**src/rtl/mdu_pkg.sv**
```systemverilog
// rtl/mdu_pkg.sv - shared op encodings and FSM state codes for the multiply/divide unit
package mdu_pkg;

   localparam logic [2:0] OP_MULT  = 3'd0;
   localparam logic [2:0] OP_MULTU = 3'd1;
   localparam logic [2:0] OP_DIV   = 3'd2;
   localparam logic [2:0] OP_DIVU  = 3'd3;
   localparam logic [2:0] OP_MTHI  = 3'd4;
   localparam logic [2:0] OP_MTLO  = 3'd5;

   typedef logic [1:0] mdu_state_t;
   localparam mdu_state_t ST_IDLE = 2'd0;
   localparam mdu_state_t ST_PREP = 2'd1;
   localparam mdu_state_t ST_RUN  = 2'd2;
   localparam mdu_state_t ST_FIX  = 2'd3;

   function automatic logic op_is_iter(input logic [2:0] o);
      return (o == OP_MULT) || (o == OP_MULTU) || (o == OP_DIV) || (o == OP_DIVU);
   endfunction

   function automatic logic op_is_signed(input logic [2:0] o);
      return (o == OP_MULT) || (o == OP_DIV);
   endfunction

endpackage

```
**src/rtl/hilo_muldiv_unit_core.sv**
```systemverilog
// rtl/hilo_muldiv_unit_core.sv - magnitude shift-add multiply / restoring divide datapath
// Mul leaves the product in acc; div leaves remainder in acc[hi] and quotient in acc[lo].
module mdu_iter_core #(
   parameter int WIDTH = 32
) (
   input  logic               clk,
   input  logic               rst,
   input  logic               load,
   input  logic               step,
   input  logic               div_mode,
   input  logic [WIDTH-1:0]   opa,
   input  logic [WIDTH-1:0]   opb,
   output logic [2*WIDTH-1:0] acc
);

   logic [WIDTH-1:0]   opnd;
   logic [WIDTH:0]     sum;
   logic [WIDTH:0]     diff;
   logic [2*WIDTH-1:0] acc_next;

   always_comb begin
      sum      = '0;
      diff     = '0;
      acc_next = acc;
      if (div_mode) begin
         // Partial remainder shifted left can reach WIDTH+1 bits before the trial subtract
         diff = acc[2*WIDTH-1:WIDTH-1] - {1'b0, opnd};
         if (!diff[WIDTH])
            acc_next = {diff[WIDTH-1:0], acc[WIDTH-2:0], 1'b1};
         else
            acc_next = {acc[2*WIDTH-2:0], 1'b0};
      end else begin
         sum      = {1'b0, acc[2*WIDTH-1:WIDTH]} + (acc[0] ? {1'b0, opnd} : {(WIDTH+1){1'b0}});
         acc_next = {sum, acc[WIDTH-1:1]};
      end
   end

   always_ff @(posedge clk or posedge rst) begin
      if (rst) begin
         acc  <= '0;
         opnd <= '0;
      end else if (load) begin
         acc  <= {{WIDTH{1'b0}}, opa};
         opnd <= opb;
      end else if (step) begin
         acc  <= acc_next;
      end
   end

endmodule

```
**src/rtl/hilo_muldiv_unit.sv**
```systemverilog
// rtl/hilo_muldiv_unit.sv - multi-cycle MULT/MULTU/DIV/DIVU with HI/LO, MTHI/MTLO and flush
import mdu_pkg::*;

module hilo_muldiv_unit #(
   parameter int WIDTH = 32
) (
   input  logic             clk,
   input  logic             rst,
   input  logic             start,
   input  logic [2:0]       op,
   input  logic [WIDTH-1:0] a,
   input  logic [WIDTH-1:0] b,
   input  logic             flush,
   output logic             busy,
   output logic             done,
   output logic [WIDTH-1:0] hi,
   output logic [WIDTH-1:0] lo
);

   localparam int CW = $clog2(WIDTH);

   mdu_state_t         state;
   logic [CW-1:0]      cnt;
   logic [WIDTH-1:0]   mag_a;
   logic [WIDTH-1:0]   mag_b;
   logic [WIDTH-1:0]   raw_a;
   logic               is_div;
   logic               div_zero;
   logic               neg_q;
   logic               neg_r;
   logic [2*WIDTH-1:0] acc;
   logic [2*WIDTH-1:0] prod;
   logic [WIDTH-1:0]   quo;
   logic [WIDTH-1:0]   rem;
   logic               sgn;

   assign sgn = op_is_signed(op);

   mdu_iter_core #(.WIDTH(WIDTH)) u_core (
      .clk      (clk),
      .rst      (rst),
      .load     (state == ST_PREP),
      .step     ((state == ST_RUN) && !flush),
      .div_mode (is_div),
      .opa      (mag_a),
      .opb      (mag_b),
      .acc      (acc)
   );

   // neg_q doubles as the product sign for multiplies
   assign prod = neg_q ? -acc : acc;
   assign quo  = neg_q ? -acc[WIDTH-1:0] : acc[WIDTH-1:0];
   assign rem  = neg_r ? -acc[2*WIDTH-1:WIDTH] : acc[2*WIDTH-1:WIDTH];

   always_ff @(posedge clk or posedge rst) begin
      if (rst) begin
         state    <= ST_IDLE;
         cnt      <= '0;
         busy     <= 1'b0;
         done     <= 1'b0;
         hi       <= '0;
         lo       <= '0;
         mag_a    <= '0;
         mag_b    <= '0;
         raw_a    <= '0;
         is_div   <= 1'b0;
         div_zero <= 1'b0;
         neg_q    <= 1'b0;
         neg_r    <= 1'b0;
      end else if (flush) begin
         state <= ST_IDLE;
         cnt   <= '0;
         busy  <= 1'b0;
         done  <= 1'b0;
      end else begin
         done <= 1'b0;
         case (state)
            ST_IDLE: begin
               if (start && op_is_iter(op)) begin
                  mag_a    <= (sgn && a[WIDTH-1]) ? -a : a;
                  mag_b    <= (sgn && b[WIDTH-1]) ? -b : b;
                  raw_a    <= a;
                  is_div   <= (op == OP_DIV) || (op == OP_DIVU);
                  div_zero <= (b == '0);
                  neg_q    <= sgn && (a[WIDTH-1] ^ b[WIDTH-1]);
                  neg_r    <= sgn && a[WIDTH-1];
                  busy     <= 1'b1;
                  state    <= ST_PREP;
               end else if (start && (op == OP_MTHI)) begin
                  hi   <= a;
                  done <= 1'b1;
               end else if (start && (op == OP_MTLO)) begin
                  lo   <= a;
                  done <= 1'b1;
               end
            end
            ST_PREP: begin
               cnt   <= '0;
               state <= ST_RUN;
            end
            ST_RUN: begin
               if (cnt == CW'(WIDTH-1)) begin
                  cnt   <= '0;
                  state <= ST_FIX;
               end else begin
                  cnt <= cnt + 1'b1;
               end
            end
            ST_FIX: begin
               if (is_div && div_zero) begin
                  lo <= '1;
                  hi <= raw_a;
               end else if (is_div) begin
                  lo <= quo;
                  hi <= rem;
               end else begin
                  {hi, lo} <= prod;
               end
               busy  <= 1'b0;
               done  <= 1'b1;
               state <= ST_IDLE;
            end
            default: state <= ST_IDLE;
         endcase
      end
   end

endmodule

```
**config.mk**
```make
export PLATFORM = sky130hd
export DESIGN_NAME = hilo_muldiv_unit
export DESIGN_NICKNAME = d
export VERILOG_FILES = /design/src/rtl/mdu_pkg.sv /design/src/rtl/hilo_muldiv_unit_core.sv /design/src/rtl/hilo_muldiv_unit.sv
export SDC_FILE = /design/constraint.sdc
export NUM_CORES = 1
export LEC_CHECK = 0
export CAP_MARGIN = 20
export CORE_ASPECT_RATIO = 1.1
export CORE_MARGIN = 3
export CORE_UTILIZATION = 60
export DETAILED_ROUTE_END_ITERATION = 10
export GPL_TIMING_DRIVEN = 0
export PLACE_DENSITY_LB_ADDON = 0.05
export SKIP_CTS_REPAIR_TIMING = 1
export SYNTH_ARGS = -nofsm -noshare
export SYNTH_HDL_FRONTEND = slang
export SYNTH_SLANG_ARGS = --single-unit
```
**constraint.sdc**
```tcl
create_clock -name clk -period 21.8 [get_ports clk]
set_input_delay 4.36 -clock clk [delete_from_list [all_inputs] [get_ports clk]]
set_output_delay 4.36 -clock clk [all_outputs]
set_load 0.05 [all_outputs]
```
==> results of run 1 <==
[kinds of logic (layout without fill, tap and decap cells)]
kind of cell | Yosys count | in the layout | share of synthesized area, %
AND/OR/NAND/NOR | 769 | 769 | 18.8
AO/OA/AOI/OAI | 691 | 691 | 22.9
flip-flops | 268 | 268 | 36.9
buffers and inverters | 210 | 400 | 4.53
XOR/XNOR | 169 | 169 | 8.25
adder cells (fa/ha/maj) | 76 | 76 | 5.32
multiplexers | 59 | 59 | 3.29
[area by class of cell]
cell class / instances / share of cell area, %
Clock buffer: 39 / 3.95
Timing Repair Buffer: 136 / 6.60
Clock inverter: 15 / 1.12
Buffer: 140 / 2.65
Multi-Input combinational cell: 1764 / 50.4
Tap cell: 374 / 2.22
Inverter: 70 / 1.28
Sequential cell: 268 / 31.8
[cell usage in the layout, fill, tap and decap left out, drive strengths merged, types with 27 or more instances in the layout]
cell and count:
nand2 393, o21ai 304, dfrtp 268, nor2 177, clkbuf 160, a21oi 143
clkdlybuf4s50 133, xnor2 122, ha 74, inv 72, mux2i 54, xor2 47
o22ai 39, nor3 37, a21o 35, o31ai 28, nor4 27
[state kept, by name, summed over array words and instances (netlist names), 2 cells and up]
| register | flops |
|---|---|
| u_core.acc | 64 |
| mag_b | 32 |
| lo | 32 |
| raw_a | 31 |
| mag_a | 32 |
| hi | 32 |
| cnt | 5 |
| u_core.opnd | 32 |
| state | 2 |
[worst reg2reg max path: cells and delay by family, from the launching register on]
| family | cells | cell delay (ps) |
|---|---|---|
| buf+inv | 2 | 960 |
| simple gates | 2 | 370 |
| xor+xnor | 1 | 150 |
| flops | 1 | 510 |
| compound gates | 8 | 2420 |
| fa+ha+maj | 1 | 380 |
[power groups by stage]
| stage | clock network, W | registers [W] | logic [W] |
|---|---|---|---|
| 5_1_grt | 0.000577 | 0.000898 | 0.00212 |
| 4_1_cts | 0.000555 | 0.000872 | 0.00193 |
| 6_report | 0.000554 | 0.000878 | 0.00196 |
| 3_3_place_gp | 0 | 0.000873 | 0.00188 |
| 3_5_place_dp | 0 | 0.000879 | 0.00192 |
| 2_1_floorplan | 0 | 0.00102 | 0.00121 |
[worst paths after layout]
kind                               start              end
setup / recovery                    b[4]        mag_b[28]
min in group asynchronous            rst         raw_a[8]
setup reg to reg           u_core.acc[0]   u_core.acc[59]
max in group asynchronous            rst  u_core.opnd[11]
hold / removal                 mag_a[25]   u_core.acc[25]
hold reg to reg                mag_a[25]   u_core.acc[25]
[routing by layer]
layer	vias to the layer above	GRT usage (%)	wire, µm
met2	935	60.7	28800
li1	8210	-	-
met4	0	22.8	4570
met3	211	4.26	4640
met5	-	0	0
met1	8647	48.8	24300
[metrics by stage]
step / instances / instance area (µm²) / util (%) / hold slack [ps]
floorplan: 2242 / 18200 / - / 439
global placement: 2749 / 20000 / 67.1 / 455
detailed placement: 2751 / 20000 / 67.4 / 463
CTS: 2805 / 21100 / 70.9 / 477
global route: 2806 / 21100 / 71.0 / 495
finish: 2806 / 21100 / 71.0 / 475
==> reports/metrics.cfg, run 1 <==
[status]
status=finished, final reports clean

[synthesis]
syn_nets=2389
yosysMostFrequentCell=nand2_1
postSynthAreaPerCell_um2=8.10
yosysWarnings=0
syn_inst=2242
syn_area_um2=18200
async_reset_ff_share_pct=100
synth_top_cell_by_area=dfrtp_1
ys_ff_latch=268
seq_area_frac_synth_pct=36.9
synth_flop_cell=dfrtp_1
synth_edf_count=0
netlist-cell-type-count=79
synthTopCellsByArea=dfrtp_1 37%, nand2_1 8.1%, o21ai_0 7.8%
ys_top_cells_by_count=392 x nand2_1, 284 x o21ai_0, 268 x dfrtp_1
synth_top_cell_area_share_pct=36.9

[floorplanning]
dieHeight_um=188
start_util_pct=61.1
core_area_um2=29700
die-area_um2=32400
die_w_um=172
num_rows=66
pin_count=137

[placed_design]
post-place-ws_ps=14100
numPortBuffers=133
place_congestion=1.01
dp_hpwl_um=47100

[critical_path]
crit_chain=clkdlybuf4s50_1 > or4_1 > nor4_1 > nor2b_1 > and2_1 > nand2_1 > nor3_1 > nand2_1 > o31ai_1 > xor2_1 > o21ai_0
critical_path.max_stage_delay_ps=610
worstSetupEndpointType=flip-flop
worstPathArrival_ps=7600
cp-start-kind=primary input
path_max_fanout=4
cpMostUsedCell=nand2_1
crit_slowest_cell=or4_1
crit_family=simple AND/OR/NAND/NOR gates
r2r_cells=14
path_depth=11
r2r_slack_ps=16880
cp.buffers_inverters=1
worstPathRequired_ps=22220
path_class=primary input to flip-flop

[final_layout]
fillers=2442
layout.nets=2556
area.sequential_um2=6710
multi_input_area_um2=10600
drive_above_1_share_pct=4.15
n_antenna_cell=0
area_delta_synth_final_pct=16.2

[global_route]
grt_pass1_wl_um=96500
track_usage_pct=37.8
first_global_vias=17500
antenna_found_initial=0
grt_start_max_net_pins=121
grt_overflow_total=0

[sta]
tns_ps=0
fin_skew_ps=26.8
fin_crit_ps=7170
hold_viol=0
finalCritPeriodShare_pct=32.9
slew_violations=0
fmax_ghz=0.139
setup_slack_ps=14630
rsz0062_at_grt=false
tightest_slew_ps=1060
slew-limit-headroom_pct=28.9
final-setup-viol-count=0

[power]
p_leak_nw=9.14
p_per_area_nw_per_um2=161
power_frac_seq_pct=25.9
p_clk_share_pct=16.3
combPwrFrac_pct=57.8
ir_worst_vdd_uv=74.2
switching_power_w=0.00165
power_w=0.00339
p_int_w=0.00174
switching_share_pct=48.8

[drt]
vias_per_cell=6.42
first_iter_violations=1795
wl_um=62300
wl_per_cell_um=22.2
drc_errors=0
vias=18000
dr.pass1.iters=7
antenna_left=0

[clocking]
htreeDepth=1
clk_latency_ps=590
cts_buffers=29
cts-root-buf=clkbuf_16
cts.clk_slew.worst_paths_ps=60
cts.sink_count=268
cts_tree=built
cts_buffer_depth=3

[hold_path]
worst_hold_path_type=flip-flop to flip-flop
worstHoldPathCells=2

[flow_run]
maxCapViolCount=0

Power figures use the tool's default switching activity.
==> run 2: changes to the inputs <==
--- a/config.mk
+++ b/config.mk
@@ -8,7 +8,7 @@
 export CAP_MARGIN = 20
 export CORE_ASPECT_RATIO = 1.1
 export CORE_MARGIN = 3
-export CORE_UTILIZATION = 60
+export CORE_UTILIZATION = 54
 export DETAILED_ROUTE_END_ITERATION = 10
 export GPL_TIMING_DRIVEN = 0
 export PLACE_DENSITY_LB_ADDON = 0.05
==> constraint.sdc (replaced) <==
create_clock -name clk -period 6.4 [get_ports clk]
set_input_delay 1.28 -clock clk [delete_from_list [all_inputs] [get_ports clk]]
set_output_delay 1.28 -clock clk [all_outputs]
set_load 0.05 [all_outputs]
==> reports/metrics.cfg, run 2 (synthesis results as in run 1) <==
[placed_design]
post-place-ws_ps=1570
numPortBuffers=133
dp_hpwl_um=49400
place_congestion=1.00

[hold_path]
worst_hold_path_type=flip-flop to flip-flop

[floorplanning]
dieHeight_um=198
die-area_um2=35900
num_rows=69
pin_count=137
start_util_pct=55.5
core_area_um2=32700
die_w_um=181

[drt]
vias_per_cell=6.18
wl_per_cell_um=22.3
vias=17700
wl_um=63800
dr.pass1.iters=5
antenna_left=0
drc_errors=0
first_iter_violations=1653

[final_layout]
largest_reg_flops=64
area_delta_synth_final_pct=16.4
multi_input_area_um2=10600
fillers=2937
final_cell_mix=392 x nand2_1, 284 x o21ai_0, 268 x dfrtp_1
layout.nets=2562
final_common_cell=nand2_1
regMostFlops=u_core.acc
area.sequential_um2=6710
drive_above_1_share_pct=4.19

[power]
ir_worst_vdd_uv=258
power_w=0.0114
p_leak_nw=9.13
p_per_area_nw_per_um2=541

[critical_path]
crit_family=compound AO/OA/AOI/OAI gates
worstSetupEndpointType=flip-flop
worstPathRequired_ps=6880
path_max_fanout=10
cp.buffers_inverters=2
path_class=flip-flop to flip-flop
cp-start-kind=flip-flop
crit_chain=inv_1 > clkbuf_1 > nor2_1 > ha_1 > a211oi_1 > nor2_1 > o31ai_1 > o221ai_2 > a41oi_1 > o31ai_1 > a311oi_1 > xnor2_1 > nand2_1 > a311oi_1
r2r_slack_ps=1370
critical_path.max_stage_delay_ps=690
crit_slowest_cell=clkbuf_1
worstPathArrival_ps=5510

[sta]
rsz0062_at_grt=false
tightest_slew_ps=1220
fin_crit_ps=5030
slew_violations=0
final-setup-viol-count=0
finalCritPeriodShare_pct=78.6
hold_viol=0
setup_slack_ps=1370
holdWs_ps=477
fin_skew_ps=14.3
slew-limit-headroom_pct=18.1
fmax_ghz=0.199

[global_route]
gr-usage-met3_pct=3.97
gr-usage-met2_pct=58.3
grt_overflow_total=0
antenna_found_initial=1
grt_pass1_wl_um=98800
track_usage_pct=34.9
gr-max-usage-layer=met2
grt_start_max_net_pins=42
met1_usage_pct=43.8
first_global_vias=17200

[clocking]
clk_latency_ps=570
cts_tree=built
cts.sink_count=268
cts.clk_slew.worst_paths_ps=60
htreeDepth=1
cts_buffers=29
cts_buffer_depth=3
cts-root-buf=clkbuf_16

[status]
status=finished, final reports clean

[flow_run]
maxCapViolCount=0

## run 2: cell count changes in the layout (fill, tap and decap cells not counted)
cell / before / now
clkinv_4: 3 / 1
buf_12: 0 / 7
buf_8: 0 / 1
inv_16: 1 / 0
clkbuf_2: 2 / 3
clkbuf_8: 7 / 3
bufinv_16: 5 / 3
clkbuf_1: 122 / 124
buf_16: 2 / 0
inv_8: 1 / 0
diode_2: 0 / 1
buf_2: 8 / 7
clkinv_2: 3 / 8
## run 2: where the power goes
group          switching, W  internal (W)  leakage [nW]
Sequential         0.000582       0.00241          3.42
Clock              0.000716      0.000984         0.467
Combinational       0.00434       0.00240          5.24
Total               0.00564       0.00579          9.13
## run 2: worst min-delay path, stage by stage (launching register included)
cell and delay [ps]:
dfrtp_1 340, nand2_1 40, o21ai_0 60
## run 2: path summary, 6_finish.rpt
kind,from,to,depth (start not counted)
min in group asynchronous,rst,raw_a[10],2
hold / removal,lo[7],lo[7],2
setup / recovery,u_core.acc[0],u_core.acc[62],14
max in group asynchronous,rst,mag_b[13],7
setup reg to reg,u_core.acc[0],u_core.acc[62],14
hold reg to reg,lo[7],lo[7],2
## run 2: routing by layer
layer,wire length [µm],vias to the layer above
met5,0,-
met4,4630,0
met3,4270,186
met2,29500,781
met1,25300,8500
li1,-,8224
## run 2: final cells by class
class	instances	share of cell area, %
inverters	70	1.26
plain buffers	140	2.65
repair buffers	142	7.06
multi-input cells	1764	50.3
clock inverters	14	0.734
flip-flops and latches	268	31.7
clock buffers	37	3.72
well taps	426	2.52
diodes	1	0.0118
## run 2: metrics by stage
step           setup TNS, ps  cell area (µm²)  cells  utilization [%]
6_report                   0            21100   2862             64.6
5_1_grt                    0            21100   2861             64.6
4_1_cts                    0            21100   2860             64.6
3_5_place_dp               0            20200   2809             61.7
3_3_place_gp         -109940            20000   2801             61.2
2_1_floorplan              0            18200   2242                -
